`src/rtl/program_loader_if.sv`:
```
// Host-to-loader word stream: valid/ready handshake carrying instruction words
// and an end-of-program marker.
interface program_loader_if #(
    parameter int unsigned N = 32
);
    logic         in_valid;
    logic         in_ready;
    logic [N-1:0] in_word;
    logic         in_last;

    modport master (output in_valid, output in_word, output in_last, input in_ready);
    modport slave  (input in_valid, input in_word, input in_last, output in_ready);
endinterface

```
`src/rtl/program_loader.sv`:
```
// Streams host instruction words into the instruction cache, then releases the
// CPU by pulsing loadPC with the session's entry PC.
module program_loader #(
    parameter int unsigned N      = 32,
    parameter int unsigned ADDR_W = 7
) (
    input  logic                clk,
    input  logic                rst,
    input  logic                start,
    input  logic [29:0]         entry_pc,
    program_loader_if.slave     host,
    output logic                prog,
    output logic [ADDR_W-1:0]   blockAddr,
    output logic [N-1:0]        Iword,
    output logic                loadPC,
    output logic [29:0]         initPC,
    output logic [ADDR_W:0]     word_count,
    output logic                done,
    output logic                err
);

    typedef enum logic [2:0] {S_IDLE, S_LOAD, S_BOOT, S_RUN, S_ERR} state_e;

    localparam logic [ADDR_W:0] WC_FULL = {1'b1, {ADDR_W{1'b0}}};
    localparam logic [ADDR_W:0] WC_LAST = {1'b0, {ADDR_W{1'b1}}};

    state_e              state_q, state_d;
    logic [29:0]         entry_q, entry_d;
    logic                prog_q, prog_d;
    logic [ADDR_W-1:0]   addr_q, addr_d;
    logic [N-1:0]        iword_q, iword_d;
    logic                loadpc_q, loadpc_d;
    logic [29:0]         initpc_q, initpc_d;
    logic [ADDR_W:0]     wc_q, wc_d;
    logic                done_q, done_d;
    logic                err_q, err_d;
    logic                hs;

    assign host.in_ready = (state_q == S_LOAD);
    assign hs            = host.in_valid && (state_q == S_LOAD);

    always_comb begin
        state_d  = state_q;
        entry_d  = entry_q;
        prog_d   = 1'b0;
        addr_d   = addr_q;
        iword_d  = iword_q;
        loadpc_d = 1'b0;
        initpc_d = initpc_q;
        wc_d     = wc_q;
        done_d   = done_q;
        err_d    = err_q;
        unique case (state_q)
            S_IDLE: begin
                if (start) begin
                    entry_d = entry_pc;
                    wc_d    = '0;
                    err_d   = 1'b0;
                    done_d  = 1'b0;
                    state_d = S_LOAD;
                end
            end
            S_LOAD: begin
                if (hs) begin
                    prog_d  = 1'b1;
                    addr_d  = wc_q[ADDR_W-1:0];
                    iword_d = host.in_word;
                    if (wc_q != WC_FULL) wc_d = wc_q + 1'b1;
                    if (host.in_last)          state_d = S_BOOT;
                    else if (wc_q == WC_LAST)  state_d = S_ERR;
                end
            end
            // BOOT follows the final write, so loadPC lands the cycle after the last prog pulse.
            S_BOOT: begin
                loadpc_d = 1'b1;
                initpc_d = entry_q;
                state_d  = S_RUN;
            end
            S_RUN: begin
                done_d = 1'b1;
                if (start) begin
                    done_d  = 1'b0;
                    entry_d = entry_pc;
                    wc_d    = '0;
                    state_d = S_LOAD;
                end
            end
            S_ERR: begin
                err_d = 1'b1;
                if (start) begin
                    err_d   = 1'b0;
                    entry_d = entry_pc;
                    wc_d    = '0;
                    state_d = S_LOAD;
                end
            end
            default: state_d = S_IDLE;
        endcase
    end

    always_ff @(posedge clk) begin
        if (rst) begin
            state_q  <= S_IDLE;
            entry_q  <= '0;
            prog_q   <= 1'b0;
            addr_q   <= '0;
            iword_q  <= '0;
            loadpc_q <= 1'b0;
            initpc_q <= '0;
            wc_q     <= '0;
            done_q   <= 1'b0;
            err_q    <= 1'b0;
        end else begin
            state_q  <= state_d;
            entry_q  <= entry_d;
            prog_q   <= prog_d;
            addr_q   <= addr_d;
            iword_q  <= iword_d;
            loadpc_q <= loadpc_d;
            initpc_q <= initpc_d;
            wc_q     <= wc_d;
            done_q   <= done_d;
            err_q    <= err_d;
        end
    end

    assign prog       = prog_q;
    assign blockAddr  = addr_q;
    assign Iword      = iword_q;
    assign loadPC     = loadpc_q;
    assign initPC     = initpc_q;
    assign word_count = wc_q;
    assign done       = done_q;
    assign err        = err_q;

endmodule

```
`src/flat_wrapper.sv`:
```
// flat-port wrapper written by rule: the top's interface ports become plain ports
module program_loader_flat 
#(
    parameter int unsigned N      = 32,
    parameter int unsigned ADDR_W = 7
)
  (clk, rst, start, entry_pc, prog, blockAddr, Iword, loadPC, initPC, word_count, done, err, host_in_valid, host_in_word, host_in_last, host_in_ready);
  program_loader_if #(.N(N)) host_i ();
  input  logic clk;
  input  logic rst;
  input  logic start;
  input  logic [29:0] entry_pc;
  output logic prog;
  output logic [ADDR_W-1:0] blockAddr;
  output logic [N-1:0] Iword;
  output logic loadPC;
  output logic [29:0] initPC;
  output logic [ADDR_W:0] word_count;
  output logic done;
  output logic err;
  input wire logic [$bits(host_i.in_valid)-1:0] host_in_valid;
  input wire logic [$bits(host_i.in_word)-1:0] host_in_word;
  input wire logic [$bits(host_i.in_last)-1:0] host_in_last;
  output wire logic [$bits(host_i.in_ready)-1:0] host_in_ready;
  assign host_i.in_valid = host_in_valid;
  assign host_i.in_word = host_in_word;
  assign host_i.in_last = host_in_last;
  assign host_in_ready = host_i.in_ready;
  program_loader #(.N(N), .ADDR_W(ADDR_W)) u_core (.clk(clk), .rst(rst), .start(start), .entry_pc(entry_pc), .host(host_i), .prog(prog), .blockAddr(blockAddr), .Iword(Iword), .loadPC(loadPC), .initPC(initPC), .word_count(word_count), .done(done), .err(err));
endmodule
```
`config.mk`:
```
export PLATFORM = sky130hd
export DESIGN_NAME = program_loader_flat
export DESIGN_NICKNAME = d
export VERILOG_FILES = /design/src/rtl/program_loader_if.sv /design/src/rtl/program_loader.sv /design/src/flat_wrapper.sv
export SDC_FILE = /design/constraint.sdc
export NUM_CORES = 1
export LEC_CHECK = 0
export ABC_CLOCK_PERIOD_IN_PS = 1900
export BUFFER_PORTS_ARGS = -buffer_cell sky130_fd_sc_hd__buf_4
export CAP_MARGIN = 40
export CORE_MARGIN = 1.5
export CORE_UTILIZATION = 35
export CTS_CLUSTER_DIAMETER = 60
export DETAILED_ROUTE_END_ITERATION = 12
export PLACE_DENSITY = 0.6
export SETUP_SLACK_MARGIN = 0.05
export SKIP_LAST_GASP = 1
export SYNTH_ARGS = -nofsm -noshare
export SYNTH_HDL_FRONTEND = slang
export SYNTH_SLANG_ARGS = --single-unit
```
`constraint.sdc`:
```
create_clock -name clk -period 1.9 [get_ports clk]
set_input_delay 0.475 -clock clk [delete_from_list [all_inputs] [get_ports clk]]
set_output_delay 0.475 -clock clk [all_outputs]
set_load 0.1 [all_outputs]
```
==> results of run 1 <==
critical path, stage by stage, from the launching register on:
cell and delay (ns):
dfxtp_4 0.40, buf_4 0.13, nand2b_4 0.08, nor2_4 0.11, buf_12 0.18
cells in the final DEF, fill, tap and decap left out, types with 3 or more instances in the layout:
cell	synthesis	final
nor3_1	6	6
o21ai_0	3	3
nand2_1	205	205
nand3b_1	3	3
nor2_1	9	7
a21oi_1	104	104
o32ai_1	3	3
dfxtp_4	0	3
a22o_1	4	4
inv_1	5	5
bufinv_16	0	4
buf_4	1	157
dfxtp_1	114	105
nand3_1	4	4
clkbuf_16	0	18
clkbuf_1	23	4
buf_12	0	5
dfxtp_2	0	6
path summary, 6_finish.rpt:
path | to | slack, ns
max | host_in_ready | 0.12
min | u_core.entry_q[1] | 0.31
max reg2reg | u_core.word_count[4] | 0.22
min reg2reg | u_core.initPC[21] | 0.45
kinds of logic (layout without fill, tap and decap cells):
| kind of cell | Yosys count | in the layout | share of synthesized area (%) |
|---|---|---|---|
| adder cells (fa/ha/maj) | 2 | 2 | 0.582 |
| buffers and inverters | 45 | 199 | 4.77 |
| flip-flops | 114 | 114 | 53.1 |
| AND/OR/NAND/NOR | 240 | 240 | 23.1 |
| multiplexers | 2 | 2 | 0.494 |
| AO/OA/AOI/OAI | 132 | 132 | 18.0 |
layout make-up:
| type | count | area (µm²) |
|---|---|---|
| inverter | 5 | 18.8 |
| multi-input combinational | 376 | 1840 |
| fill | 1146 | 5750 |
| timing repair buffer | 162 | 1280 |
| clock buffer | 24 | 493 |
| clock inverter | 8 | 146 |
| tap | 147 | 184 |
| sequential | 114 | 2300 |
where the power goes:
group	internal (mW)	switching (mW)	total, mW
registers	2.70	0.196	2.89
clock network	2.34	1.08	3.42
logic	0.881	2.18	3.06
per-stage QoR:
stage	area (µm²)	hold WS [ns]	util, %	worst slack [ns]
finish	6260	0.310	52.1	0.117
global route	6260	0.295	52.1	0.0632
CTS	6250	0.290	52.1	0.0804
detailed placement	5600	0.445	46.6	0.163
global placement	5600	0.435	46.6	0.200
floorplan	4320	0.432	-	0.0194
Yosys cell counts, types with 2 or more instances:
library cell	number	area, µm²
a21oi_1	104	521
a22o_1	4	35.0
a32o_1	2	20.0
buf_2	14	70.1
buf_6	2	22.5
clkbuf_1	23	86.3
dfxtp_1	114	2280
ha_1	2	25.0
inv_1	5	18.8
nand2_1	205	769
nand3_1	4	20.0
nand3b_1	3	22.5
nor2_1	9	33.8
nor2b_1	2	12.5
nor3_1	6	30.0
o21ai_0	3	15.0
o32ai_1	3	26.3
registers in the layout, indices dropped and copies added, names as in the netlist:
| signal | count |
|---|---|
| u_core.word_count | 8 |
| u_core.err | 1 |
| u_core.loadPC | 1 |
| u_core.blockAddr | 7 |
| u_core.done | 1 |
| u_core.Iword | 32 |
| u_core.initPC | 30 |
| u_core.state_q | 3 |
| u_core.entry_q | 30 |
| u_core.prog | 1 |
what timing repair did:
action / 4_1_cts / 5_1_grt
setup buffers: 0 / 0
hold buffers: 0 / 0
setup endpoints to repair: 1 / 1
gates resized for setup: 5 / 1
layer usage:
layer	vias up	GRT usage, %	part of all wire, %
met5	-	0	0
met4	0	7.75	1.3
met3	11	7.33	6.9
met2	144	28.4	47
met1	1854	20.8	45
li1	2063	-	-
==> results.cfg, run 1 <==
[status]
status = finished, final reports clean

[timing]
final.min_clock_period_ns = 1.78
fmax_ghz = 0.561
relSlewSlack_pct = 42.0
hold_viol = 0
rsz0062_at_grt = false
fin_crit_sh_pct = 93.8
finalMaxSlewViolations = 0
clock_skew_ns = 0.00654
setup_violations = 0
worst_pin_slew_ns = 0.870
setup_tns_ns = 0

[clock_network]
cts_buffer_depth = 2
cts_tree = done
insertion_delay_ns = 0.41
numCtsBuffers = 17
root_buffer = clkbuf_16
path_clk_slew_ns = 0.06
numClockSinks = 114
htreeDepth = 4

[routing]
post-route-drc-count = 0
viasPerCell = 4.87
wl_per_cell_um = 13.4
ant_nets = 0
drt-pass1-iter-count = 5
wirelength_mm = 11.2
vias = 4072
first_iter_violations = 235

[synthesis]
synth_edf_count = 0
netlist_area_um2 = 4300
ys_ff_latch = 114
synthCells = 535
yosys_warnings = 0
postSynth.asyncResetShare_pct = 0
syn-num-nets = 604
post_synth_num_cell_types = 47
syn_area_per_cell_um2 = 8.04
synth-seq-area-share_pct = 53.1
ys.flop_type = dfxtp_1

[cells_and_area]
n_antenna_cell = 0
syn_to_final_growth_pct = 45.5
drive_above_1_share_pct = 31.1
final_nets = 745
fin_cells = 836

[global_routing]
grt_pass1_wl_mm = 17.9
grt_overflow = 0
track_usage_pct = 17.7
antenna_found_initial = 0
grt_pass1_vias = 3837
grt_max_degree = 87

[placed_design]
port_buffers = 148
dp.cells = 804
gp_congestion = 0.802
dpl.hpwl_mm = 7.54

[power]
ir_worst_vdd_mv = 0.844
leakage_nw = 2.53
fin_total_pwr_mw = 9.37
power.density_nw_per_um2 = 1500

[die]
coreArea_um2 = 12000
pin_count = 149
die_w_um = 114
rows = 40
start_util_pct = 35.8
die_y_um = 114
die_area_um2 = 13000

[worst_hold_path]
hp-start = entry_pc[1]
hp-class = in -> reg
whs_path_depth = 3

[flow_run]
cap_violations = 0

[critical_path]
timing.critical_path.from = u_core.state_q[0]
cp_max_fo = 10
setup.worst_path.class = reg -> out
arrival_ns = 1.31
cp-end-kind = output pin
cp-start-kind = register
worstRegToRegCells = 6
required_ns = 1.42
reg2reg_from = u_core.word_count[0]
No activity file was read; power rests on OpenSTA's default activity.
==> inputs of run 2 (changes only) <==
--- a/config.mk
+++ b/config.mk
@@ -8,6 +8,7 @@
 export ABC_CLOCK_PERIOD_IN_PS = 1900
 export BUFFER_PORTS_ARGS = -buffer_cell sky130_fd_sc_hd__buf_4
 export CAP_MARGIN = 40
+export CORE_ASPECT_RATIO = 1.5
 export CORE_MARGIN = 1.5
 export CORE_UTILIZATION = 35
 export CTS_CLUSTER_DIAMETER = 60
==> run 2 against run 1 <==
  * Sequential share of layout area up 0.45 points
  * Wire length up 4.1%
  * Core utilization down 0.68 points
  * Fmax up 1.5%
  * Sequential cell count unchanged
  * Via count up 0.49%
  * Register-to-register slack worse by 0.04 ns
  * Clock skew up 0.00099 ns
  * Highest routed layer unchanged
==> results.cfg, run 2 (synthesis results as in run 1) <==
[die]
die_w_um = 93.5
rows = 49
coreArea_um2 = 12000
start_util_pct = 35.8
die_y_um = 139
die_area_um2 = 13000
pin_count = 149

[power]
power.density_nw_per_um2 = 1460
p_int_mw = 5.54
power_frac_seq_pct = 31.8
combPwrFrac_pct = 33.3
leakage_nw = 2.49
ir_worst_vdd_mv = 0.784
power_frac_clock_pct = 34.9
switchingPower_mw = 3.50
swShare_pct = 38.7

[critical_path]
arrival_ns = 1.28
setup.worst_path.class = reg -> out
cp-end-kind = output pin
cp_max_fo = 9
cp-start-kind = register
required_ns = 1.42

[clock_network]
numCtsBuffers = 17
cts_buffer_depth = 2
root_buffer = clkbuf_16
numClockSinks = 114
path_clk_slew_ns = 0.06
insertion_delay_ns = 0.40
post_cts_buffers = 0
htreeDepth = 4
cts_tree = done

[routing]
post-route-drc-count = 0
vias = 4092
drt-pass1-iter-count = 7
wirelength_mm = 11.6
first_iter_violations = 140
ant_nets = 0
viasPerCell = 4.88
wl_per_cell_um = 13.9

[timing]
whs_ns = 0.320
worst_pin_slew_ns = 0.547
fin_crit_sh_pct = 92.4
final.min_clock_period_ns = 1.76
finalMaxSlewViolations = 0
setup_tns_ns = 0
rsz0062_at_grt = false
hold_viol = 0
clock_skew_ns = 0.00753
setup_violations = 0
fmax_ghz = 0.569
relSlewSlack_pct = 63.3

[cells_and_area]
syn_to_final_growth_pct = 43.6
final_cell_mix = 205 x nand2_1, 155 x buf_4, 104 x a21oi_1, 104 x dfxtp_1, 18 x clkbuf_16
drive_above_1_share_pct = 31.3
fill_cells = 1179
n_antenna_cell = 0
final_nets = 742
largest_reg_flops = 32
layout_commonest_cell = nand2_1

[worst_hold_path]
hp-class = in -> reg

[placed_design]
dpl.hpwl_mm = 7.84
port_buffers = 148
gp_congestion = 0.846

[global_routing]
grt_max_degree = 103
grt_pass1_vias = 3914
antenna_found_initial = 0
grt_pass1_wl_mm = 18.8
track_usage_pct = 18.6
grt_overflow = 0

[status]
status = finished, final reports clean

[flow_run]
cap_violations = 0
run 2: critical path, cell delays in order (launching register included):
cell and delay, ns:
dfxtp_2 0.37, buf_4 0.18, nor2_4 0.10, buf_6 0.23
run 2: power groups by stage:
stage	Clock, mW	Combinational (mW)	Sequential [mW]
after floorplan	0	1.29	3.91
after global placement	0	2.98	2.91
after detailed placement	0	3.02	2.92
after CTS	3.24	3.04	2.87
after global routing	3.35	3.22	2.91
final	3.16	3.01	2.88
run 2: routing by layer:
metal  vias to the layer above  share of wire, %  track usage, %
met5                         -                 0               0
met4                         0               2.6            7.97
met3                        22               4.6            5.48
met2                       124                54            33.0
met1                      1890                39            20.0
li1                       2056                 -               -
run 2: worst paths after layout:
path	endpoint	startpoint	cells after the start	slack (ns)
hold / removal	u_core.Iword[28]	host_in_word[28]	3	0.32
setup / recovery	host_in_ready	u_core.state_q[1]	3	0.14
setup reg to reg	u_core.word_count[4]	u_core.word_count[0]	6	0.18
hold reg to reg	u_core.initPC[1]	u_core.entry_q[1]	2	0.45
run 2: cell type report:
type	count	area, µm²	area share (%)
flip-flops and latches	114	2300	37.2
repair buffers	159	1230	20.0
inverters	5	18.8	0.304
multi-input cells	376	1840	29.7
clock inverters	12	130	2.11
well taps	153	191	3.10
clock buffers	20	468	7.57
run 2: what timing repair did:
| action | CTS | global route |
|---|---|---|
| hold buffers | 0 | 0 |
| endpoints found under the setup margin | 1 | 1 |
| gates resized for setup | 3 | 1 |
| pin swaps | 0 | 0 |
run 2: through the flow:
stage	area [µm²]	worst slack [ns]	util (%)	cells	total power [mW]
floorplan	4320	0.0194	-	535	5.20
global placement	5570	0.214	46.4	807	5.89
detailed placement	5570	0.169	46.4	807	5.94
CTS	6180	0.0880	51.4	839	9.15
global route	6180	0.0638	51.4	839	9.47
finish	6180	0.144	51.4	839	9.05
==> inputs of run 3 (changes only) <==
--- a/config.mk
+++ b/config.mk
@@ -13,6 +13,7 @@
 export CORE_UTILIZATION = 35
 export CTS_CLUSTER_DIAMETER = 60
 export DETAILED_ROUTE_END_ITERATION = 12
+export MAX_ROUTING_LAYER = met4
 export PLACE_DENSITY = 0.6
 export SETUP_SLACK_MARGIN = 0.05
 export SKIP_LAST_GASP = 1
==> run 3 against run 2 <==
  * First-iteration DRC count up 10%
  * Worst setup slack worse by 0.0024 ns
  * Critical endpoint unchanged
  * Fmax down 0.14%
  * Non-clock buffer count down 1
==> results.cfg, run 3 (synthesis results as in run 1) <==
[critical_path]
cp-end-kind = output pin
r2r_slack_ns = 0.21
required_ns = 1.42
worstRegToRegCells = 6
r2r_end = u_core.word_count[6]
cp-start-kind = register
cp-endpoint = host_in_ready
arrival_ns = 1.28
timing.critical_path.from = u_core.state_q[2]
cp_max_fo = 12
setup.worst_path.class = reg -> out
reg2reg_from = u_core.word_count[0]

[timing]
final.min_clock_period_ns = 1.76
whs_ns = 0.316
clock_skew_ns = 0.00698
setup_tns_ns = 0
relSlewSlack_pct = 64.8
fin_crit_sh_pct = 92.5
finalMaxSlewViolations = 0
rsz0062_at_grt = false
worst_pin_slew_ns = 0.525
fmax_ghz = 0.569
setup_violations = 0
hold_viol = 0

[die]
coreArea_um2 = 12000
rows = 49
die_y_um = 139
start_util_pct = 35.8
die_w_um = 93.5
pin_count = 149
die_area_um2 = 13000

[clock_network]
post_cts_buffers = 0
cts_resized = 3
holdBufCountCts = 0
cts_tree = done
path_clk_slew_ns = 0.05
cts_buffer_depth = 2
numCtsBuffers = 17
root_buffer = clkbuf_16
htreeDepth = 4
numClockSinks = 114
insertion_delay_ns = 0.41

[routing]
ant_nets = 0
wl_per_cell_um = 13.9
drt-pass1-iter-count = 5
wirelength_mm = 11.6
first_iter_violations = 154
post-route-drc-count = 0
vias = 4065
viasPerCell = 4.86

[cells_and_area]
fill_cells = 1188
n_antenna_cell = 0
syn_to_final_growth_pct = 44.4
drive_above_1_share_pct = 31.1
multiInputGateArea_um2 = 1840
regArea_um2 = 2300
final_nets = 741
layout_commonest_cell = nand2_1
largest_reg_flops = 32
final_cell_mix = 205 x nand2_1, 154 x buf_4, 104 x a21oi_1, 104 x dfxtp_1, 17 x clkbuf_16

[global_routing]
grt_pass1_vias = 4016
grt_pass1_wl_mm = 18.9
antenna_found_initial = 0
grt_max_degree = 109
grt_overflow = 0
track_usage_pct = 19.2

[power]
ir_worst_vdd_mv = 0.800
power.density_nw_per_um2 = 1490
leakage_nw = 2.51

[flow_run]
cap_violations = 0

[placed_design]
dpl.hpwl_mm = 7.84
gp_congestion = 0.845
port_buffers = 148

[worst_hold_path]
hp-class = in -> reg

[status]
status = finished, final reports clean
run 3: how the worst min path moves through the flow:
stage	slack, ns	from	end	depth (start not counted)
CTS	0.30	host_in_word[1]	u_core.Iword[1]	3
global placement	0.44	u_core.entry_q[23]	u_core.initPC[23]	2
floorplan	0.43	u_core.entry_q[0]	u_core.initPC[0]	2
global route	0.31	entry_pc[18]	u_core.entry_q[18]	3
detailed placement	0.44	u_core.entry_q[27]	u_core.initPC[27]	2
finish	0.32	host_in_word[1]	u_core.Iword[1]	3
run 3: area by class of cell:
type | count | share of cell area [%]
timing repair buffer | 158 | 19.8
clock buffer | 22 | 7.80
clock inverter | 9 | 2.46
multi-input combinational | 376 | 29.6
tap | 153 | 3.08
sequential | 114 | 37.0
inverter | 5 | 0.302
run 3: per-stage QoR:
stage | power (mW) | cell area [µm²] | std cells | setup slack [ns] | utilization [%]
global route | 9.68 | 6210 | 837 | 0.0524 | 51.7
CTS | 9.34 | 6210 | 837 | 0.0786 | 51.7
finish | 9.26 | 6210 | 837 | 0.142 | 51.7
global placement | 5.86 | 5570 | 806 | 0.210 | 46.3
detailed placement | 5.91 | 5570 | 806 | 0.162 | 46.3
floorplan | 5.20 | 4320 | 535 | 0.0194 | -
run 3: worst max-delay path, stage by stage, from the launching register on:
cell      delay [ns]
dfxtp_2         0.37
nand2b_4        0.19
nor2_4          0.09
buf_6           0.23
run 3: metal layers:
| metal | global-route usage [%] | up-vias | routed length [µm] |
|---|---|---|---|
| li1 | - | 2046 | - |
| met1 | 19.6 | 1864 | 4470 |
| met2 | 33.5 | 123 | 6230 |
| met3 | 3.95 | 32 | 476 |
| met4 | 10.4 | 0 | 435 |
| met5 | - | - | 0 |
run 3: where the power goes:
group	leakage [nW]	internal (mW)	switching (mW)
Combinational	1.26	0.797	2.18
Sequential	0.931	2.69	0.195
Clock	0.316	2.32	1.07
